File: src/rtl/envelope_pkg.sv
// Shared widths, ADSR state encoding and full-scale helper for envelope_shaper.
package envelope_pkg;

  localparam int BITSIZE  = 24;
  localparam int ENVSIZE  = 16;
  localparam int PRODSIZE = BITSIZE + ENVSIZE + 1;

  typedef enum logic [2:0] {
    ENV_IDLE    = 3'd0,
    ENV_ATTACK  = 3'd1,
    ENV_DECAY   = 3'd2,
    ENV_SUSTAIN = 3'd3,
    ENV_RELEASE = 3'd4
  } env_state_t;

  function automatic logic [ENVSIZE-1:0] env_max();
    return {ENVSIZE{1'b1}};
  endfunction

  localparam logic [ENVSIZE-1:0] ENV_MAX = env_max();

endpackage

File: src/rtl/envelope_shaper_if.sv
// Audio sample path between the sine generator, the envelope stage and i2s_tx.
interface envelope_shaper_if;
  import envelope_pkg::*;

  logic [BITSIZE-1:0] sample_in;
  logic [BITSIZE-1:0] sample_out;
  logic               out_valid;

  modport master (output sample_in, input sample_out, input out_valid);
  modport slave  (input sample_in, output sample_out, output out_valid);

endinterface

File: src/rtl/envelope_shaper_sync_edge.sv
// Two-flop synchronizer with a registered rising-edge pulse.
module sync_edge (
  input  logic clk,
  input  logic rst_n,
  input  logic async_in,
  output logic sync_out,
  output logic rise
);

  logic [1:0] sync_q;
  logic       prev_q;

  always_ff @(posedge clk or negedge rst_n) begin
    if (!rst_n) begin
      sync_q <= 2'b00;
      prev_q <= 1'b0;
      rise   <= 1'b0;
    end else begin
      sync_q <= {sync_q[0], async_in};
      prev_q <= sync_q[1];
      rise   <= sync_q[1] & ~prev_q;
    end
  end

  assign sync_out = sync_q[1];

endmodule

File: src/rtl/envelope_shaper.sv
// Per-frame ADSR envelope applied to the generator sample ahead of i2s_tx.
// Build option ENVELOPE_EXP_RELEASE_EN selects an exponential release curve.
module envelope_shaper
  import envelope_pkg::*;
(
  input  logic               clk,
  input  logic               rst_n,
  input  logic               lrclk,
  input  logic               gate,
  input  logic [ENVSIZE-1:0] attack_step,
  input  logic [ENVSIZE-1:0] decay_step,
  input  logic [ENVSIZE-1:0] release_step,
  input  logic [ENVSIZE-1:0] sustain_level,
  envelope_shaper_if.slave   audio,
  output logic [2:0]         env_state
);

  // state   | meaning
  // IDLE    | silent, waiting for gate
  // ATTACK  | ramping up by attack_step toward ENV_MAX
  // DECAY   | ramping down by decay_step toward sustain_level
  // SUSTAIN | holding sustain_level (follows live changes)
  // RELEASE | ramping down to zero after gate drops

  logic                      tick;
  logic                      lrclk_sync;
  logic [1:0]                gate_sync;
  logic                      gate_s;
  env_state_t                state;
  logic [ENVSIZE-1:0]        env;
  logic signed [BITSIZE-1:0] sample_hold;
  logic                      calc_en;
  logic [ENVSIZE:0]          attack_sum;
  logic signed [ENVSIZE:0]   decay_diff;
  logic [ENVSIZE:0]          rel_dec;
  logic signed [PRODSIZE-1:0] product;

  sync_edge u_lrclk_sync (
    .clk      (clk),
    .rst_n    (rst_n),
    .async_in (lrclk),
    .sync_out (lrclk_sync),
    .rise     (tick)
  );

  always_ff @(posedge clk or negedge rst_n) begin
    if (!rst_n) gate_sync <= 2'b00;
    else        gate_sync <= {gate_sync[0], gate};
  end

  assign gate_s = gate_sync[1];

  always_comb begin
    attack_sum = {1'b0, env} + {1'b0, attack_step};
    decay_diff = $signed({1'b0, env}) - $signed({1'b0, decay_step});
`ifdef ENVELOPE_EXP_RELEASE_EN
    rel_dec    = {1'b0, env >> release_step[3:0]} + {{ENVSIZE{1'b0}}, 1'b1};
`else
    rel_dec    = {1'b0, release_step};
`endif
    // Unsigned env zero-extended so full scale stays positive.
    product    = sample_hold * $signed({1'b0, env});
  end

  always_ff @(posedge clk or negedge rst_n) begin
    if (!rst_n) begin
      state            <= ENV_IDLE;
      env              <= '0;
      sample_hold      <= '0;
      calc_en          <= 1'b0;
      audio.sample_out <= '0;
      audio.out_valid  <= 1'b0;
      env_state        <= ENV_IDLE;
    end else begin
      calc_en         <= tick;
      audio.out_valid <= calc_en;
      if (calc_en)
        audio.sample_out <= product[ENVSIZE +: BITSIZE];

      if (tick) begin
        sample_hold <= $signed(audio.sample_in);
        case (state)
          ENV_IDLE: begin
            if (gate_s) begin
              state     <= ENV_ATTACK;
              env_state <= ENV_ATTACK;
            end
          end
          ENV_ATTACK: begin
            if (!gate_s) begin
              state     <= ENV_RELEASE;
              env_state <= ENV_RELEASE;
            end else if (attack_sum >= {1'b0, ENV_MAX}) begin
              env       <= ENV_MAX;
              state     <= ENV_DECAY;
              env_state <= ENV_DECAY;
            end else begin
              env <= attack_sum[ENVSIZE-1:0];
            end
          end
          ENV_DECAY: begin
            if (!gate_s) begin
              state     <= ENV_RELEASE;
              env_state <= ENV_RELEASE;
            end else if (decay_diff <= $signed({1'b0, sustain_level})) begin
              env       <= sustain_level;
              state     <= ENV_SUSTAIN;
              env_state <= ENV_SUSTAIN;
            end else begin
              env <= decay_diff[ENVSIZE-1:0];
            end
          end
          ENV_SUSTAIN: begin
            if (!gate_s) begin
              state     <= ENV_RELEASE;
              env_state <= ENV_RELEASE;
            end else begin
              env <= sustain_level;
            end
          end
          ENV_RELEASE: begin
            // Retrigger resumes attack from the current level.
            if (gate_s) begin
              state     <= ENV_ATTACK;
              env_state <= ENV_ATTACK;
            end else if ({1'b0, env} <= rel_dec) begin
              env       <= '0;
              state     <= ENV_IDLE;
              env_state <= ENV_IDLE;
            end else begin
              env <= env - rel_dec[ENVSIZE-1:0];
            end
          end
          default: begin
            state     <= ENV_IDLE;
            env_state <= ENV_IDLE;
            env       <= '0;
          end
        endcase
      end
    end
  end

  logic unused_lrclk;
  assign unused_lrclk = lrclk_sync;

endmodule

File: src/flat_wrapper.sv
// flat-port wrapper written by rule: the top's interface ports become plain ports
module envelope_shaper_flat import envelope_pkg::*;
  (clk, rst_n, lrclk, gate, attack_step, decay_step, release_step, sustain_level, env_state, audio_sample_in, audio_sample_out, audio_out_valid);
  envelope_shaper_if audio_i ();
  input  logic clk;
  input  logic rst_n;
  input  logic lrclk;
  input  logic gate;
  input  logic [ENVSIZE-1:0] attack_step;
  input  logic [ENVSIZE-1:0] decay_step;
  input  logic [ENVSIZE-1:0] release_step;
  input  logic [ENVSIZE-1:0] sustain_level;
  output logic [2:0] env_state;
  input wire logic [$bits(audio_i.sample_in)-1:0] audio_sample_in;
  output wire logic [$bits(audio_i.sample_out)-1:0] audio_sample_out;
  output wire logic [$bits(audio_i.out_valid)-1:0] audio_out_valid;
  assign audio_i.sample_in = audio_sample_in;
  assign audio_sample_out = audio_i.sample_out;
  assign audio_out_valid = audio_i.out_valid;
  envelope_shaper u_core (.clk(clk), .rst_n(rst_n), .lrclk(lrclk), .gate(gate), .attack_step(attack_step), .decay_step(decay_step), .release_step(release_step), .sustain_level(sustain_level), .audio(audio_i), .env_state(env_state));
endmodule
File: config.mk
export PLATFORM = sky130hd
export DESIGN_NAME = envelope_shaper_flat
export DESIGN_NICKNAME = d
export VERILOG_FILES = /design/src/rtl/envelope_pkg.sv /design/src/rtl/envelope_shaper_if.sv /design/src/rtl/envelope_shaper_sync_edge.sv /design/src/rtl/envelope_shaper.sv /design/src/flat_wrapper.sv
export SDC_FILE = /design/constraint.sdc
export NUM_CORES = 1
export LEC_CHECK = 0
export BUFFER_PORTS_ARGS = -buffer_cell sky130_fd_sc_hd__buf_2
export CAP_MARGIN = 20
export CORE_AREA = 2 2 244 246
export CTS_CLUSTER_SIZE = 12
export DETAILED_ROUTE_END_ITERATION = 10
export DIE_AREA = 0 0 246 248
export GPL_TIMING_DRIVEN = 0
export PLACE_DENSITY_LB_ADDON = 0.15
export SLEW_MARGIN = 20
export SYNTH_ARGS = -nofsm -noshare
export SYNTH_HDL_FRONTEND = slang
export SYNTH_SLANG_ARGS = --single-unit
File: constraint.sdc
create_clock -name clk -period 12.2 [get_ports clk]
set_input_delay 2.44 -clock clk [delete_from_list [all_inputs] [get_ports clk]]
set_output_delay 2.44 -clock clk [all_outputs]
set_load 0.05 [all_outputs]
==> results.py <==
metrics = {
    "sta": {
        "hold_viol_final": 0,
        "worstMarginPinSlew_ns": 0.938,
        "post-route-period-util_pct": 66.4,
        "fin_tns_setup_ns": 0,
        "postLayoutSetupSlackWorst_ns": 4.10,
        "fin_worst_skew_ns": 0.0151,
        "rsz0062_at_grt": "false",
        "max_slew_margin_pct": 37.5,
        "setup_viol": 0,
        "timing.fmax_mhz": 124,
        "slew_violations": 0,
        "min_period_ns": 8.10,
    },
    "worst_hold_path": {
        "worst_hold_path_type": "flop to flop",
    },
    "synthesis": {
        "synth_seq_cells": 75,
        "avgSynthCellArea_sq_um": 9.06,
        "ys_types": 66,
        "ys.flop_type": "dfrtp_1",
        "postSynthCellCount": 2103,
        "yosysSeqAreaShare_pct": 9.85,
        "yosysWarnings": 0,
        "synth.cell_area_sq_um": 19100,
        "synth_edf_count": 0,
        "synth_nets": 2728,
        "async_flop_share_pct": 100,
    },
    "worst_setup_path": {
        "critical_path.max_fanout": 10,
        "crit_arrival_ns": 8.39,
        "worstSetupPathType": "flop to flop",
        "end_kind": "flop",
        "worst_setup_path_start_kind": "flop",
        "critPathRequiredTime_ns": 12.49,
    },
    "global_route": {
        "grtUsageMet1_pct": 28.2,
        "grt_use_met2_pct": 35.6,
        "antenna_found_initial": 1,
        "grt_pass1_vias": 16100,
        "grt-ovfl-total": 0,
        "grt_max_degree": 50,
        "grt_use_total_pct": 21.5,
        "met3_usage_pct": 3.60,
        "busiest_layer": "met2",
        "grt_pass1_wl_microns": 96400,
    },
    "placed_design": {
        "post-dp-hpwl_microns": 51000,
        "numPortBuffers": 119,
        "dpl_cell_area_sq_um": 20700,
        "dpl_worst_slack_ns": 4.01,
        "gp_congestion": 0.885,
    },
    "floorplanning": {
        "core-area_sq_um": 58500,
        "rows": 89,
        "start_util_pct": 32.6,
        "die_area_sq_um": 61000,
        "die_h_microns": 248,
        "die_w_microns": 246,
        "io_pins": 120,
    },
    "route": {
        "dr.first_iter.drc_count": 858,
        "via_per_inst": 4.96,
        "routed_wl_microns": 62100,
        "drc_errors": 0,
        "ant_nets": 0,
        "num_vias": 15000,
        "dr.pass1.iters": 5,
        "avgRoutedWirePerCell_microns": 20.6,
    },
    "clock_network": {
        "postCtsHoldBufs": 0,
        "clock_latency_ns": 0.40,
        "clock_path_buffers": 2,
        "root_buffer": "clkbuf_16",
        "cts_tree": "built",
        "clkSinkCount": 75,
        "cts_setup_buffers": 0,
        "cts_buffers": 9,
        "htreeDepth": 3,
        "clkTransAtPathRegs_ns": 0.08,
        "cts_resized": 0,
    },
    "final_layout": {
        "nNetsFinal": 2859,
        "fin_area_sq_um": 21000,
        "drive_above_1_share_pct": 8.71,
        "fin_util_pct": 35.8,
        "fillCellCount": 6081,
        "area_delta_synth_final_pct": 9.94,
    },
    "status": {
        "status": "finished, final reports clean",
    },
    "flow_run": {
        "drv_cap": 0,
    },
}
## critical path, stage by stage, from the launching register on
cell and delay (ns):
dfrtp_1 0.48, clkbuf_1 0.48, clkbuf_1 0.72, nand2_1 0.20
fa_1 0.51, fa_1 0.55, inv_1 0.06, fa_1 0.48
fa_1 0.54, fa_1 0.55, inv_1 0.06, fa_1 0.47
inv_1 0.04, ha_1 0.35, and4_1 0.29, and3_1 0.20
o211ai_1 0.20, a311oi_1 0.78, nor2_1 0.18, o21ai_0 0.33
a21oi_1 0.13, xnor2_1 0.13, mux2_2 0.25
## layout make-up
| class | count | area [sq um] | area share [%] |
|---|---|---|---|
| multi-input combinational | 1469 | 15100 | 72.0 |
| sequential | 75 | 1880 | 8.96 |
| inverter | 480 | 1800 | 8.60 |
| tap | 773 | 967 | 4.61 |
| timing repair buffer | 120 | 626 | 2.99 |
| buffer | 79 | 299 | 1.43 |
| clock buffer | 9 | 225 | 1.07 |
| clock inverter | 7 | 70.1 | 0.334 |
| antenna | 3 | 7.51 | 0.0358 |
## state kept, by name (all words and copies together) (netlist names), 2 cells and up
| signal | cells |
|---|---|
| u_core.audio.sample_out | 24 |
| u_core.env | 16 |
| u_core.env_state | 3 |
| u_core.gate_sync | 2 |
| u_core.sample_hold | 24 |
| u_core.u_lrclk_sync.sync_q | 2 |
## cells in the mapped netlist (all sizes together), types with 5 or more instances
cell type / number / area [sq um]
a22oi: 14 / 105
xnor2: 42 / 368
nand2b: 7 / 43.8
a221o: 5 / 50.1
nor2b: 8 / 50.1
nand2: 269 / 1010
a21o: 28 / 210
a21oi: 87 / 435
nand4: 9 / 56.3
mux2i: 8 / 80.1
and3: 11 / 68.8
clkbuf: 75 / 282
fa: 373 / 7470
nor3: 10 / 50.1
o211ai: 15 / 113
xor2: 26 / 228
ha: 160 / 2000
o21a: 8 / 67.6
and2: 152 / 951
nor2: 34 / 130
o21ai: 51 / 267
and4: 5 / 43.8
nand3: 15 / 75.1
o21bai: 11 / 82.6
inv: 480 / 1800
a211oi: 11 / 82.6
mux2: 49 / 552
a31oi: 11 / 68.8
dfrtp: 75 / 1880
## kinds of logic (layout without fill, tap and decap cells)
logic type	after synthesis	count (layout)	synth area share (%)
AOI/OAI and AO/OA	278	278	9.54
muxes	57	57	3.31
DFF	75	75	9.85
buffers and inverters	559	695	11.0
adders and majority gates	533	533	49.7
and+or+nand+nor	533	533	13.5
other	0	3	0
xor gates and xnor gates	68	68	3.12
## routing by layer
metal  up-vias  wire, microns
met4         2           2250
met2       405          29500
li1       6767              -
met3       108           3590
met1      7671          26800
met5         -              7
## final timing paths
| kind | startpoint | to | slack [ns] | cells after the start |
|---|---|---|---|---|
| setup / recovery | u_core.env[4] | u_core.audio.sample_out[19] | 4.10 | 22 |
| hold / removal | u_core.u_lrclk_sync.sync_q[0] | u_core.u_lrclk_sync.sync_q[1] | 0.35 | 0 |
| setup reg to reg | u_core.env[4] | u_core.audio.sample_out[19] | 4.10 | 22 |
| hold reg to reg | u_core.u_lrclk_sync.sync_q[0] | u_core.u_lrclk_sync.sync_q[1] | 0.35 | 0 |
| max in group asynchronous | rst_n | u_core.sample_hold[4] | 9.58 | 2 |
| min in group asynchronous | rst_n | u_core.audio.sample_out[16] | 1.96 | 1 |
## placed cells by master (no fill, tap or decap), types with 44 or more instances in the layout
| cell type | synthesis | final |
|---|---|---|
| nand2_1 | 269 | 269 |
| ha_1 | 160 | 160 |
| o21ai_0 | 44 | 44 |
| dfrtp_1 | 75 | 75 |
| inv_1 | 478 | 478 |
| a21oi_1 | 87 | 87 |
| clkbuf_1 | 75 | 75 |
| and2_1 | 152 | 152 |
| mux2_2 | 49 | 49 |
| buf_2 | 2 | 120 |
| fa_1 | 373 | 373 |
## per-stage QoR
step | instances | hold WS [ns]
3_5_place_dp | 2996 | 0.336
5_1_grt | 3012 | 0.373
6_report | 3015 | 0.353
3_3_place_gp | 2995 | 0.335
2_1_floorplan | 2103 | 0.331
4_1_cts | 3012 | 0.353
Power is left out: the tool's default activity adds up to more than one toggle a clock period on the data nets, which glitch-free logic cannot reach.
